[src/rtl/line_cmd_scheduler_if.sv]
// Command and rasterizer signal bundle for line_cmd_scheduler.
// The slave modport is the scheduler; the master modport is its environment.
interface line_cmd_scheduler_if;
   logic       cmd_valid;
   logic       cmd_ready;
   logic [1:0] cmd_op;
   logic [7:0] cmd_x0;
   logic [7:0] cmd_y0;
   logic [7:0] cmd_x1;
   logic [7:0] cmd_y1;
   logic [7:0] cmd_x2;
   logic [7:0] cmd_y2;
   logic [7:0] ras_x0;
   logic [7:0] ras_y0;
   logic [7:0] ras_x1;
   logic [7:0] ras_y1;
   logic       ras_start;
   logic       ras_reset_buff;
   logic       ras_done;

   modport slave (
      input  cmd_valid, cmd_op, cmd_x0, cmd_y0, cmd_x1, cmd_y1, cmd_x2, cmd_y2, ras_done,
      output cmd_ready, ras_x0, ras_y0, ras_x1, ras_y1, ras_start, ras_reset_buff
   );

   modport master (
      output cmd_valid, cmd_op, cmd_x0, cmd_y0, cmd_x1, cmd_y1, cmd_x2, cmd_y2, ras_done,
      input  cmd_ready, ras_x0, ras_y0, ras_x1, ras_y1, ras_start, ras_reset_buff
   );
endinterface

[src/rtl/line_cmd_scheduler.sv]
// Buffers LINE / TRIANGLE / CLEAR commands and sequences them onto the
// rasterizer's single-line interface, counting edges and flagging timeouts.
module line_cmd_scheduler #(
   parameter int unsigned FIFO_DEPTH     = 4,
   parameter int unsigned TIMEOUT_CYCLES = 8192
) (
   input  logic                       clk,
   input  logic                       rst,
   line_cmd_scheduler_if.slave        bus,
   output logic                       busy,
   output logic [15:0]                edge_count,
   output logic                       err_timeout
);
   localparam int unsigned AW = (FIFO_DEPTH > 1) ? $clog2(FIFO_DEPTH) : 1;
   localparam int unsigned CW = AW + 1;
   localparam int unsigned TW = $clog2(TIMEOUT_CYCLES + 1);

   localparam logic [3:0] IDLE       = 4'd0;
   localparam logic [3:0] LOAD       = 4'd1;
   localparam logic [3:0] LINE_START = 4'd2;
   localparam logic [3:0] LINE_WAIT  = 4'd3;
   localparam logic [3:0] NEXT_EDGE  = 4'd4;
   localparam logic [3:0] CLR_SET    = 4'd5;
   localparam logic [3:0] CLR_HOLD   = 4'd6;
   localparam logic [3:0] CLR_REL    = 4'd7;
   localparam logic [3:0] CLR_SETTLE = 4'd8;

   localparam logic [1:0] OP_LINE  = 2'b00;
   localparam logic [1:0] OP_CLEAR = 2'b01;
   localparam logic [1:0] OP_TRI   = 2'b10;

   typedef struct packed {
      logic [1:0] op;
      logic [7:0] x0;
      logic [7:0] y0;
      logic [7:0] x1;
      logic [7:0] y1;
      logic [7:0] x2;
      logic [7:0] y2;
   } cmd_t;

   cmd_t          fifo_mem [FIFO_DEPTH];
   logic [AW-1:0] wr_ptr_q;
   logic [AW-1:0] rd_ptr_q;
   logic [CW-1:0] count_q;
   logic          full;
   logic          empty;
   logic          push;
   logic          pop;
   cmd_t          head;
   cmd_t          wr_data;

   logic [3:0]    state_q, state_d;
   logic [1:0]    idx_q, idx_d;
   logic [TW-1:0] cnt_q, cnt_d;
   logic [15:0]   edge_q, edge_d;
   logic          err_q, err_d;
   logic          done_q;
   cmd_t          cur_q;
   cmd_t          src;
   logic [31:0]   edge_xy;

   logic [7:0]    ras_x0_q, ras_y0_q, ras_x1_q, ras_y1_q;
   logic          ras_start_q;
   logic          ras_reset_buff_q;

   // ---------------------------------------------------------------- FIFO
   assign full    = (count_q == CW'(FIFO_DEPTH));
   assign empty   = (count_q == '0);
   assign push    = bus.cmd_valid && !full;
   assign pop     = (state_q == LOAD);
   assign head    = fifo_mem[rd_ptr_q];
   assign wr_data = {bus.cmd_op, bus.cmd_x0, bus.cmd_y0, bus.cmd_x1, bus.cmd_y1,
                     bus.cmd_x2, bus.cmd_y2};

   always_ff @(posedge clk) begin
      if (push) begin
         fifo_mem[wr_ptr_q] <= wr_data;
      end
   end

   always_ff @(posedge clk or posedge rst) begin
      if (rst) begin
         wr_ptr_q <= '0;
         rd_ptr_q <= '0;
         count_q  <= '0;
      end else begin
         if (push) begin
            wr_ptr_q <= wr_ptr_q + AW'(1);
         end
         if (pop) begin
            rd_ptr_q <= rd_ptr_q + AW'(1);
         end
         if (push && !pop) begin
            count_q <= count_q + CW'(1);
         end else if (pop && !push) begin
            count_q <= count_q - CW'(1);
         end
      end
   end

   // ---------------------------------------------------------------- FSM
   always_comb begin
      state_d = state_q;
      idx_d   = idx_q;
      cnt_d   = cnt_q;
      edge_d  = edge_q;
      err_d   = err_q;
      case (state_q)
         IDLE: begin
            if (!empty) begin
               state_d = LOAD;
            end
         end
         LOAD: begin
            idx_d = 2'd0;
            case (head.op)
               OP_LINE, OP_TRI: state_d = LINE_START;
               OP_CLEAR:        state_d = CLR_SET;
               default:         state_d = IDLE;
            endcase
         end
         LINE_START: begin
            cnt_d   = '0;
            state_d = LINE_WAIT;
         end
         LINE_WAIT: begin
            if (done_q) begin
               edge_d  = edge_q + 16'd1;
               state_d = NEXT_EDGE;
            end else if (cnt_q == TW'(TIMEOUT_CYCLES - 1)) begin
               err_d   = 1'b1;
               state_d = IDLE;
            end else begin
               cnt_d = cnt_q + TW'(1);
            end
         end
         NEXT_EDGE: begin
            if ((cur_q.op == OP_TRI) && (idx_q < 2'd2)) begin
               idx_d   = idx_q + 2'd1;
               state_d = LINE_START;
            end else begin
               state_d = IDLE;
            end
         end
         CLR_SET:    state_d = CLR_HOLD;
         CLR_HOLD:   state_d = CLR_REL;
         CLR_REL:    state_d = CLR_SETTLE;
         CLR_SETTLE: state_d = IDLE;
         default:    state_d = IDLE;
      endcase
   end

   // In LOAD the working registers are not yet valid, so edge 0 comes from the FIFO head.
   always_comb begin
      src = (state_q == LOAD) ? head : cur_q;
      case (idx_d)
         2'd1:    edge_xy = {src.x1, src.y1, src.x2, src.y2};
         2'd2:    edge_xy = {src.x2, src.y2, src.x0, src.y0};
         default: edge_xy = {src.x0, src.y0, src.x1, src.y1};
      endcase
   end

   always_ff @(posedge clk or posedge rst) begin
      if (rst) begin
         state_q <= IDLE;
         idx_q   <= '0;
         cnt_q   <= '0;
         edge_q  <= '0;
         err_q   <= 1'b0;
         done_q  <= 1'b0;
         cur_q   <= '0;
      end else begin
         state_q <= state_d;
         idx_q   <= idx_d;
         cnt_q   <= cnt_d;
         edge_q  <= edge_d;
         err_q   <= err_d;
         done_q  <= bus.ras_done;
         if (state_q == LOAD) begin
            cur_q <= head;
         end
      end
   end

   // Outputs are registered from the next state so they line up with the state they belong to.
   always_ff @(posedge clk or posedge rst) begin
      if (rst) begin
         ras_x0_q         <= '0;
         ras_y0_q         <= '0;
         ras_x1_q         <= '0;
         ras_y1_q         <= '0;
         ras_start_q      <= 1'b0;
         ras_reset_buff_q <= 1'b0;
      end else begin
         ras_start_q      <= (state_d == LINE_START) || (state_d == CLR_REL);
         ras_reset_buff_q <= (state_d == CLR_SET);
         if (state_d == LINE_START) begin
            {ras_x0_q, ras_y0_q, ras_x1_q, ras_y1_q} <= edge_xy;
         end
      end
   end

   assign bus.cmd_ready      = !full;
   assign bus.ras_x0         = ras_x0_q;
   assign bus.ras_y0         = ras_y0_q;
   assign bus.ras_x1         = ras_x1_q;
   assign bus.ras_y1         = ras_y1_q;
   assign bus.ras_start      = ras_start_q;
   assign bus.ras_reset_buff = ras_reset_buff_q;
   assign busy               = (state_q != IDLE) || !empty;
   assign edge_count         = edge_q;
   assign err_timeout        = err_q;
endmodule

[src/flat_wrapper.sv]
// flat-port wrapper written by rule: the top's interface ports become plain ports
module line_cmd_scheduler_flat 
#(
   parameter int unsigned FIFO_DEPTH     = 4,
   parameter int unsigned TIMEOUT_CYCLES = 8192
)
  (clk, rst, busy, edge_count, err_timeout, bus_cmd_valid, bus_cmd_op, bus_cmd_x0, bus_cmd_y0, bus_cmd_x1, bus_cmd_y1, bus_cmd_x2, bus_cmd_y2, bus_ras_done, bus_cmd_ready, bus_ras_x0, bus_ras_y0, bus_ras_x1, bus_ras_y1, bus_ras_start, bus_ras_reset_buff);
  line_cmd_scheduler_if bus_i ();
  input  logic clk;
  input  logic rst;
  output logic busy;
  output logic [15:0] edge_count;
  output logic err_timeout;
  input wire logic [$bits(bus_i.cmd_valid)-1:0] bus_cmd_valid;
  input wire logic [$bits(bus_i.cmd_op)-1:0] bus_cmd_op;
  input wire logic [$bits(bus_i.cmd_x0)-1:0] bus_cmd_x0;
  input wire logic [$bits(bus_i.cmd_y0)-1:0] bus_cmd_y0;
  input wire logic [$bits(bus_i.cmd_x1)-1:0] bus_cmd_x1;
  input wire logic [$bits(bus_i.cmd_y1)-1:0] bus_cmd_y1;
  input wire logic [$bits(bus_i.cmd_x2)-1:0] bus_cmd_x2;
  input wire logic [$bits(bus_i.cmd_y2)-1:0] bus_cmd_y2;
  input wire logic [$bits(bus_i.ras_done)-1:0] bus_ras_done;
  output wire logic [$bits(bus_i.cmd_ready)-1:0] bus_cmd_ready;
  output wire logic [$bits(bus_i.ras_x0)-1:0] bus_ras_x0;
  output wire logic [$bits(bus_i.ras_y0)-1:0] bus_ras_y0;
  output wire logic [$bits(bus_i.ras_x1)-1:0] bus_ras_x1;
  output wire logic [$bits(bus_i.ras_y1)-1:0] bus_ras_y1;
  output wire logic [$bits(bus_i.ras_start)-1:0] bus_ras_start;
  output wire logic [$bits(bus_i.ras_reset_buff)-1:0] bus_ras_reset_buff;
  assign bus_i.cmd_valid = bus_cmd_valid;
  assign bus_i.cmd_op = bus_cmd_op;
  assign bus_i.cmd_x0 = bus_cmd_x0;
  assign bus_i.cmd_y0 = bus_cmd_y0;
  assign bus_i.cmd_x1 = bus_cmd_x1;
  assign bus_i.cmd_y1 = bus_cmd_y1;
  assign bus_i.cmd_x2 = bus_cmd_x2;
  assign bus_i.cmd_y2 = bus_cmd_y2;
  assign bus_i.ras_done = bus_ras_done;
  assign bus_cmd_ready = bus_i.cmd_ready;
  assign bus_ras_x0 = bus_i.ras_x0;
  assign bus_ras_y0 = bus_i.ras_y0;
  assign bus_ras_x1 = bus_i.ras_x1;
  assign bus_ras_y1 = bus_i.ras_y1;
  assign bus_ras_start = bus_i.ras_start;
  assign bus_ras_reset_buff = bus_i.ras_reset_buff;
  line_cmd_scheduler #(.FIFO_DEPTH(FIFO_DEPTH), .TIMEOUT_CYCLES(TIMEOUT_CYCLES)) u_core (.clk(clk), .rst(rst), .bus(bus_i), .busy(busy), .edge_count(edge_count), .err_timeout(err_timeout));
endmodule
[config.mk]
export PLATFORM = sky130hd
export DESIGN_NAME = line_cmd_scheduler_flat
export DESIGN_NICKNAME = d
export VERILOG_FILES = /design/src/rtl/line_cmd_scheduler_if.sv /design/src/rtl/line_cmd_scheduler.sv /design/src/flat_wrapper.sv
export SDC_FILE = /design/constraint.sdc
export NUM_CORES = 1
export LEC_CHECK = 0
export ABC_AREA = 1
export CAP_MARGIN = 10
export CELL_PAD_IN_SITES_DETAIL_PLACEMENT = 1
export CELL_PAD_IN_SITES_GLOBAL_PLACEMENT = 2
export CORE_MARGIN = 10
export CORE_UTILIZATION = 38
export DETAILED_ROUTE_END_ITERATION = 8
export PLACE_DENSITY = 0.9
export SLEW_MARGIN = 30
export SYNTH_ARGS = -nofsm -noshare
export SYNTH_HDL_FRONTEND = slang
export SYNTH_SLANG_ARGS = --single-unit
[constraint.sdc]
create_clock -name clk -period 4.45 [get_ports clk]
set_clock_uncertainty 0.1 [all_clocks]
set_input_delay 0.445 -clock clk [delete_from_list [all_inputs] [get_ports clk]]
set_output_delay 0.445 -clock clk [all_outputs]
set_load 0.02 [all_outputs]
==> results of run 1 <==
## kinds of logic after synthesis
logic type / after synthesis / synth area share [%]
simple gates: 915 / 27.5
flops: 329 / 62.0
buf+inv: 273 / 7.43
compound gates: 24 / 0.932
xor+xnor: 20 / 1.18
fa+ha+maj: 10 / 0.890
mux: 1 / 0.0756
## state kept, by name, indices dropped and copies added, names as in the netlist
name                       flops
u_core.wr_ptr_q                2
u_core.cur_q                  50
u_core.edge_count             16
u_core.bus.ras_x1              8
u_core.count_q                 3
u_core.cnt_q                  14
u_core.err_timeout             1
u_core.state_q                 4
u_core.bus.ras_x0              8
u_core.idx_q                   2
u_core.fifo_mem              200
u_core.bus.ras_reset_buff      1
u_core.bus.ras_y0              8
u_core.done_q                  1
u_core.bus.ras_start           1
u_core.rd_ptr_q                2
u_core.bus.ras_y1              8
## layer usage
metal	global-route usage (%)	up-vias
met5	0	-
met4	4.49	0
met3	3.26	44
met2	26.8	168
met1	21.7	5239
li1	-	5190
## layout by cell type, fill, tap and decap left out, drive strengths merged
| cell | Yosys | final |
|---|---|---|
| xor2 | 15 | 15 |
| mux2 | 1 | 1 |
| clkinv | 0 | 13 |
| nand3 | 221 | 221 |
| nor2 | 45 | 45 |
| nor4 | 1 | 1 |
| a21oi | 4 | 4 |
| edfxtp | 200 | 200 |
| xnor2 | 5 | 5 |
| or2 | 48 | 48 |
| ha | 9 | 9 |
| buf | 40 | 17 |
| o21ai | 14 | 14 |
| clkbuf | 23 | 49 |
| o31ai | 1 | 1 |
| bufinv | 0 | 1 |
| nand2 | 533 | 533 |
| clkdlybuf4s50 | 0 | 106 |
| nand3b | 1 | 1 |
| and2 | 48 | 48 |
| o21a | 2 | 2 |
| nor3 | 9 | 9 |
| dfrtp | 129 | 129 |
| inv | 210 | 211 |
| a31o | 3 | 3 |
| nand4 | 9 | 9 |
| fa | 1 | 1 |
## worst register-to-register path, stage by stage, from the launching register on
cell and delay, ns:
dfrtp_1 0.44, inv_2 0.08, nand2_2 0.08, nor2_4 0.40
buf_4 0.80, nand2_1 0.24, nand3_2 0.16, nand3_2 0.53
nand2_1 0.28, nand2_1 0.08
## final cells by class
cell class	instances	area [um^2]	area share (%)
Clock buffer	49	1000	5.69
Clock inverter	15	123	0.697
Inverter	210	793	4.51
Multi-Input combinational cell	970	4590	26.1
Sequential cell	329	9240	52.5
Tap cell	518	648	3.68
Timing Repair Buffer	123	1200	6.83
## cells in the mapped netlist (all sizes together)
cell type | n | area share (%)
nand2 | 533 | 14
nand3 | 221 | 7.6
inv | 210 | 5.3
edfxtp | 200 | 40
dfrtp | 129 | 22
and2 | 48 | 2.0
or2 | 48 | 2.0
nor2 | 45 | 1.5
buf | 40 | 1.6
clkbuf | 23 | 0.58
xor2 | 15 | 0.88
o21ai | 14 | 0.47
ha | 9 | 0.76
nand4 | 9 | 0.38
nor3 | 9 | 0.41
xnor2 | 5 | 0.29
a21oi | 4 | 0.13
a31o | 3 | 0.18
o21a | 2 | 0.10
fa | 1 | 0.13
mux2 | 1 | 0.076
nand3b | 1 | 0.050
nor4 | 1 | 0.042
o31ai | 1 | 0.050
## path summary, 6_finish.rpt
path	from	to	slack (ns)	cells past startpoint
worst max-delay path	u_core.state_q[3]	u_core.bus.ras_y1[0]	1.17	9
worst min-delay path	bus_ras_done	u_core.done_q	0.27	1
worst max register to register	u_core.state_q[3]	u_core.bus.ras_y1[0]	1.17	9
worst min register to register	u_core.bus.ras_x1[5]	u_core.bus.ras_x1[5]	0.38	2
max in group asynchronous	rst	u_core.rd_ptr_q[0]	3.16	3
min in group asynchronous	rst	u_core.cnt_q[12]	0.31	2
## metrics by stage
| step | cells | instance area (um^2) | hold slack (ns) | setup WS (ns) |
|---|---|---|---|---|
| after floorplan | 1572 | 14900 | 0.364 | 0.464 |
| after global placement | 2150 | 16500 | 0.359 | 1.25 |
| after detailed placement | 2150 | 16500 | 0.372 | 1.13 |
| after CTS | 2214 | 17600 | 0.247 | 1.11 |
| after global routing | 2214 | 17600 | 0.249 | 0.834 |
| final | 2214 | 17600 | 0.271 | 1.17 |
## power by group
part / total [W] / switching (W) / internal (W)
logic: 0.00474 / 0.00316 / 0.00157
registers: 0.00449 / 0.000358 / 0.00413
clock network: 0.00285 / 0.00120 / 0.00164
==> flow_metrics.tcl, run 1 <==
set metrics [dict create \
    wl_met2_um 18400 \
    status "finished clean" \
    dr.max_layer_used "met4" \
    synth.distinct_cells 36 \
    syn_nets 1636 \
    rows 72 \
    start_util_pct 38.5 \
    drc 0 \
    layout-drive-gt1-share_pct 8.25 \
    core_area_um2 38700 \
    dieArea_um2 47500 \
    insertion_delay_ns 0.54 \
    drtAntennaViolNets 0 \
    power_w 0.0121 \
    vias 10600 \
    power.density_nw_per_um2 686 \
    setup_tns_ns 0 \
    grt_max_degree 89 \
    root_buffer "clkbuf_16" \
    grt_setup_unrepaired "false" \
    tightest_slew_ns 0.927 \
    routedWlPerCell_um 17.6 \
    m1WireLength_um 18000 \
    grt_pass1_wl_um 62200 \
    clk_pin_slew_ns 0.06 \
    arrival_ns 3.59 \
    overflow 0 \
    nFillCells 4419 \
    cts_buffers 37 \
    cts_buffer_depth 3 \
    cpPeakStageDelay_ns 0.79 \
    gp_congestion 0.810 \
    slew_headroom_pct 38.2 \
    dr_wl_met3_um 1800 \
    cp-start-kind "flip-flop" \
    placement.io_buffers 106 \
    crit_top_cell "nand2_1" \
    avgSynthCellArea_um2 9.48 \
    worstPathRequired_ns 4.76 \
    ios 107 \
    cpMaxStageDelayCell "buf_4" \
    final-max-slew-violation-count 0 \
    drt_iter0_drc 527 \
    area_growth_syn_to_layout_pct 18.1 \
    crit_chain "inv_2 > nand2_2 > nor2_4 > buf_4 > nand2_1 > nand3_2 > nand3_2 > nand2_1 > nand2_1" \
    drt_wl_total_um 39000 \
    crit_family "simple AND/OR/NAND/NOR gates" \
    h-tree-depth 2 \
    cts_tree "yes" \
    hold_class "primary input to flip-flop" \
    vdd_ir_drop_max_uv 302 \
    postCtsHoldBufs 0 \
    setup_violations 0 \
    crit_buf_inv 2 \
    end_kind "flip-flop" \
    nNetsFinal 1735 \
    critPathKind "flip-flop to flip-flop" \
    cp_max_fo 88 \
    via_per_inst 4.81 \
    post_cts_buffers 0 \
    finalHoldViolCount 0 \
    finalCoreUtilization_pct 45.4 \
    die_h_um 218 \
    cap_violations 0 \
    post_cts_resized 0 \
    p_leak_nw 7.76 \
    antenna_found_initial 0 \
    die_w_um 218 \
    synth_seq_cells 329 \
    detail_route.first_pass.iterations 5 \
    cts.sinks 329 \
    mappedNetlistArea_um2 14900 \
    syn_inst 1572 \
    clock.fmax_mhz 305 \
    yosys_warnings 0 \
    track_usage_pct 16.4 \
    synth-seq-area-share_pct 62.0 \
    fin_crit_sh_pct 73.8 \
    fin_crit_ns 3.28 \
    grt_pass1_vias 11300 \
    place_hpwl_um 26200 \
    antennaDiodeCount 0 \
]
Power figures use the tool's default switching activity.
==> run 2, diff against run 1 <==
==> constraint.sdc (replaced) <==
create_clock -name clk -period 3.15 [get_ports clk]
set_clock_uncertainty 0.1 [all_clocks]
set_input_delay 0.315 -clock clk [delete_from_list [all_inputs] [get_ports clk]]
set_output_delay 0.315 -clock clk [all_outputs]
set_load 0.02 [all_outputs]
==> run 2 against run 1 <==
Effect of this change: critical path type unchanged; critical endpoint is now u_core.bus.ras_x1[4]; final area grew 1.6%; first-iteration DRC count grew 31%; largest power group unchanged; final cell count rose by 0.50%.
==> flow_metrics.tcl, run 2 (same netlist as run 1, synthesis figures left out) <==
set metrics [dict create \
    final-max-slew-violation-count 0 \
    post_cts_buffers 0 \
    vdd_ir_drop_max_uv 640 \
    p_leak_nw 7.87 \
    h-tree-depth 2 \
    multi_input_area_um2 4590 \
    root_buffer "clkbuf_16" \
    drtAntennaViolNets 0 \
    drc 0 \
    critPathLaunch "u_core.rd_ptr_q[0]" \
    finalCoreUtilization_pct 46.1 \
    nFillCells 4408 \
    track_usage_pct 17.1 \
    grt_pass1_wl_um 64400 \
    fin_cells 2225 \
    antenna_found_initial 4 \
    final_common_cell "nand2_1" \
    rows 72 \
    grt_max_degree 103 \
    tightest_slew_ns 0.720 \
    postCtsHoldBufs 0 \
    drt_wl_total_um 40100 \
    setup_violations 0 \
    worstPathRequired_ns 3.53 \
    grt_setup_unrepaired "false" \
    cts_tree "yes" \
    placement.io_buffers 106 \
    layout-drive-gt1-share_pct 8.85 \
    antennaDiodeCount 0 \
    finalHoldViolCount 0 \
    clk_pin_slew_ns 0.06 \
    largest_reg_flops 200 \
    core_area_um2 38700 \
    regArea_um2 9240 \
    top_usage_layer "met2" \
    area_growth_syn_to_layout_pct 19.9 \
    reg2reg_depth 11 \
    use_met2_pct 27.5 \
    gp_congestion 0.802 \
    arrival_ns 2.94 \
    insertion_delay_ns 0.56 \
    clock.fmax_mhz 390 \
    power.density_nw_per_um2 987 \
    ios 107 \
    dieArea_um2 47500 \
    fin_crit_sh_pct 81.3 \
    via_per_inst 4.84 \
    die_w_um 218 \
    layout_common_cells "nand2_1, nand3_1, inv_1" \
    drt_iter0_drc 693 \
    cts_buffer_depth 3 \
    cap_violations 0 \
    grt_pass1_vias 11600 \
    routedWlPerCell_um 18.0 \
    fin_crit_ns 2.56 \
    overflow 0 \
    nNetsFinal 1742 \
    hold_class "primary input to asynchronous set/reset pin" \
    r2r_start "u_core.rd_ptr_q[0]" \
    grt_util_met3_pct 3.70 \
    grtUsageMet1_pct 22.5 \
    slew_headroom_pct 51.9 \
    largest-register "u_core.fifo_mem" \
    cts_buffers 38 \
    cts.sinks 329 \
    critPathKind "flip-flop to flip-flop" \
    status "finished clean" \
    cp-start-kind "flip-flop" \
    die_h_um 218 \
    power_w 0.0176 \
    end_kind "flip-flop" \
    detail_route.first_pass.iterations 4 \
    dp_cells 2156 \
    start_util_pct 38.5 \
    place_hpwl_um 26400 \
    setup_tns_ns 0 \
    post_cts_resized 0 \
    cp_max_fo 32 \
    vias 10800 \
]
[run 2: worst paths after layout]
kind | endpoint | slack, ns
hold / removal | u_core.cnt_q[7] | 0.09
min in group clk | u_core.done_q | 0.13
setup reg to reg | u_core.bus.ras_x1[4] | 0.59
setup / recovery | u_core.bus.ras_x1[4] | 0.59
max in group asynchronous | u_core.cur_q[40] | 2.12
hold reg to reg | u_core.bus.ras_y1[5] | 0.38
[run 2: per-layer routing]
layer / part of all wire (%) / routed length, um
met5: 0.12 / 48
met4: 2.4 / 969
met3: 4.9 / 1990
met2: 46 / 18600
met1: 46 / 18500
[run 2: worst max-delay path, cell delays in order, from the launching register on]
cell     delay, ns
dfrtp_2       0.43
inv_2         0.44
nand2_1       0.11
nand3_1       0.09
nand2_1       0.06
nand2_1       0.13
nor2_4        0.07
nor2_2        0.15
inv_2         0.08
nor2_4        0.58
nand2_1       0.14
nand2_1       0.09
[run 2: metrics by stage]
| step | setup slack (ns) | hold slack [ns] | area, um^2 |
|---|---|---|---|
| floorplan | -0.345 | 0.246 | 14900 |
| global placement | 0.629 | 0.359 | 16600 |
| detailed placement | 0.566 | 0.364 | 16600 |
| CTS | 0.537 | 0.0883 | 17900 |
| global route | 0.307 | 0.121 | 17900 |
| finish | 0.588 | 0.0913 | 17900 |
[run 2: power by group]
group | switching [W] | total (W) | internal, W
clock network | 0.00177 | 0.00436 | 0.00259
logic | 0.00465 | 0.00704 | 0.00239
registers | 0.000413 | 0.00624 | 0.00583
total | 0.00683 | 0.0176 | 0.0108
[run 2: area by class of cell]
| type | count | area share [%] |
|---|---|---|
| Clock buffer | 49 | 5.83 |
| Clock inverter | 20 | 1.08 |
| Inverter | 210 | 4.43 |
| Multi-Input combinational cell | 970 | 25.7 |
| Sequential cell | 329 | 51.7 |
| Tap cell | 518 | 3.63 |
| Timing Repair Buffer | 129 | 7.67 |
==> run 3, diff against run 2 <==
--- a/config.mk
+++ b/config.mk
@@ -10,9 +10,9 @@
 export CELL_PAD_IN_SITES_DETAIL_PLACEMENT = 1
 export CELL_PAD_IN_SITES_GLOBAL_PLACEMENT = 2
 export CORE_MARGIN = 10
-export CORE_UTILIZATION = 38
+export CORE_UTILIZATION = 34
 export DETAILED_ROUTE_END_ITERATION = 8
-export PLACE_DENSITY = 0.9
+export PLACE_DENSITY = 0.85
 export SLEW_MARGIN = 30
 export SYNTH_ARGS = -nofsm -noshare
 export SYNTH_HDL_FRONTEND = slang
==> constraint.sdc (replaced) <==
create_clock -name clk -period 2.3 [get_ports clk]
set_clock_uncertainty 0.1 [all_clocks]
set_input_delay 0.23 -clock clk [delete_from_list [all_inputs] [get_ports clk]]
set_output_delay 0.23 -clock clk [all_outputs]
set_load 0.02 [all_outputs]
==> run 3 against run 2 <==
Effect of this change: largest power group unchanged; non-clock buffer count increased by 61; sequential share of layout area decreased by 2.0 points; die area increased by 11%; register-to-register slack got worse by 0.50 ns; global-route usage decreased by 1.4 points; clock-buffer cell count increased by 6; utilization decreased by 3.1 points; clock power increased by 39%; hold slack got worse by 0.062 ns; final cell count increased by 5.8%; flip-flop and latch count unchanged; wire length increased by 4.2%.
==> flow_metrics.tcl, run 3 (same netlist as run 1, synthesis figures left out) <==
set metrics [dict create \
    regToRegSetupSlack_ns 0.09 \
    cp-start-kind "flip-flop" \
    dp_cells 2272 \
    largest_reg_flops 200 \
    cts.sinks 329 \
    tightest_slew_ns 0.645 \
    final_area_um2 18600 \
    track_usage_pct 15.7 \
    slew_headroom_pct 57.0 \
    r2r_start "u_core.state_q[1]" \
    drt_iter0_drc 539 \
    setup_violations 0 \
    gp_congestion 0.787 \
    hold_class "primary input to flip-flop" \
    power.density_nw_per_um2 1360 \
    die_h_um 229 \
    worst_slack_ns 0.0899 \
    drt_wl_total_um 41800 \
    cp_max_fo 88 \
    cts_tree "yes" \
    detail_route.first_pass.iterations 5 \
    crit_end "u_core.bus.ras_y1[7]" \
    status "finished clean" \
    reg2reg_depth 10 \
    worstPathRequired_ns 2.64 \
    vias 11000 \
    end_kind "flip-flop" \
    clk_pin_slew_ns 0.05 \
    via_per_inst 4.67 \
    p_leak_nw 8.18 \
    crit_chain "inv_2 > nand2_1 > nor2_4 > buf_12 > nand3_1 > and2_1 > nand2_1 > nand2_1 > nand2_1 > nand2_1" \
    cap_violations 0 \
    nNetsFinal 1804 \
    grt_pass1_vias 11700 \
    final_common_cell "nand2_1" \
    fin_crit_sh_pct 96.1 \
    drc 0 \
    grt_pass1_wl_um 65600 \
    drtAntennaViolNets 0 \
    r2r-end "u_core.bus.ras_y1[7]" \
    cpPeakStageDelay_ns 0.44 \
    die_w_um 229 \
    finalCoreUtilization_pct 43.1 \
    cts_buffer_depth 3 \
    h-tree-depth 2 \
    insertion_delay_ns 0.56 \
    power_w 0.0252 \
    dpl-instance-area_um2 17100 \
    cpMaxStageDelayCell "dfrtp_2" \
    critPathKind "flip-flop to flip-flop" \
    area_growth_syn_to_layout_pct 24.8 \
    place_hpwl_um 27300 \
    grt_max_degree 89 \
    final-max-slew-violation-count 0 \
    root_buffer "clkbuf_16" \
    finalHoldViolCount 0 \
    arrival_ns 2.55 \
    largest-register "u_core.fifo_mem" \
    antenna_found_initial 2 \
    layout-drive-gt1-share_pct 12.7 \
    fin_cells 2354 \
    rows 76 \
    cts_buffers 38 \
    core_area_um2 43200 \
    overflow 0 \
    dieArea_um2 52600 \
    clock.fmax_mhz 452 \
    placement.io_buffers 106 \
    ios 107 \
    start_util_pct 34.5 \
    hp-start "bus_ras_done" \
    fin_crit_ns 2.21 \
    pre_cts_slack_ns -0.0184 \
    vdd_ir_drop_max_uv 774 \
    crit_top_cell "nand2_1" \
    routedWlPerCell_um 17.8 \
    layout_common_cells "nand2_1, nand3_1, edfxtp_1" \
    critPathLaunch "u_core.state_q[1]" \
]
run 3: changes by cell type in the layout (fill, tap and decap cells not counted), sizes merged:
cell           before  now
buf                23   81
bufinv              3    4
clkbuf             49   57
clkdlybuf4s50     106  105
clkinv             12    7
clkinvlp            3    1
diode               0    2
dlygate4sd2         0    1
dlygate4sd3         0    1
inv               212  210
nor2               45   46
run 3: how the worst min path moves through the flow:
stage	end	slack, ns	cells past startpoint
floorplan	u_core.done_q	0.16	0
global placement	u_core.bus.ras_x1[1]	0.36	2
detailed placement	u_core.bus.ras_y0[3]	0.37	2
CTS	u_core.done_q	0.004	1
global route	u_core.done_q	0.007	1
finish	u_core.done_q	0.03	1
run 3: power by group:
| group | total (W) | internal [W] | switching [W] |
|---|---|---|---|
| Combinational | 0.0106 | 0.00395 | 0.00663 |
| Clock | 0.00606 | 0.00371 | 0.00235 |
| Sequential | 0.00860 | 0.00799 | 0.000606 |
run 3: metal layers:
| metal | wire (um) | global-route usage, % |
|---|---|---|
| met1 | 18800 | 20.3 |
| met2 | 19900 | 25.8 |
| met3 | 2100 | 3.51 |
| met4 | 958 | 4.59 |
| met5 | 0 | 0 |
run 3: layout make-up:
cell class / count / area (um^2)
diodes: 2 / 5.00
fillers: 4905 / 24600
multi-input cells: 971 / 4650
inverters: 210 / 792
flip-flops and latches: 329 / 9240
repair buffers: 190 / 1930
clock inverters: 12 / 158
well taps: 585 / 732
clock buffers: 55 / 1090
run 3: per-stage QoR:
step,hold slack (ns),setup TNS (ns)
finish,0.0290,0
global route,0.00691,-0.00478
CTS,0.00357,-0.0125
detailed placement,0.366,-0.0512
global placement,0.364,0
floorplan,0.161,-239.01
run 3: what timing repair did:
item                                    CTS  global route
setup buffers                             1             8
endpoints found under the hold margin    16             0
endpoints found under the setup margin   21            32
pin swaps                                 2             7
cloned                                    0             3
resized for setup                         7            17
hold buffers                              1             0
run 3: worst max-delay path: cells and delay by family, from the launching register on:
| family | cells | cell delay [ns] |
|---|---|---|
| and+or+nand+nor | 8 | 1.09 |
| buffers and inverters | 2 | 0.41 |
| DFF | 1 | 0.44 |
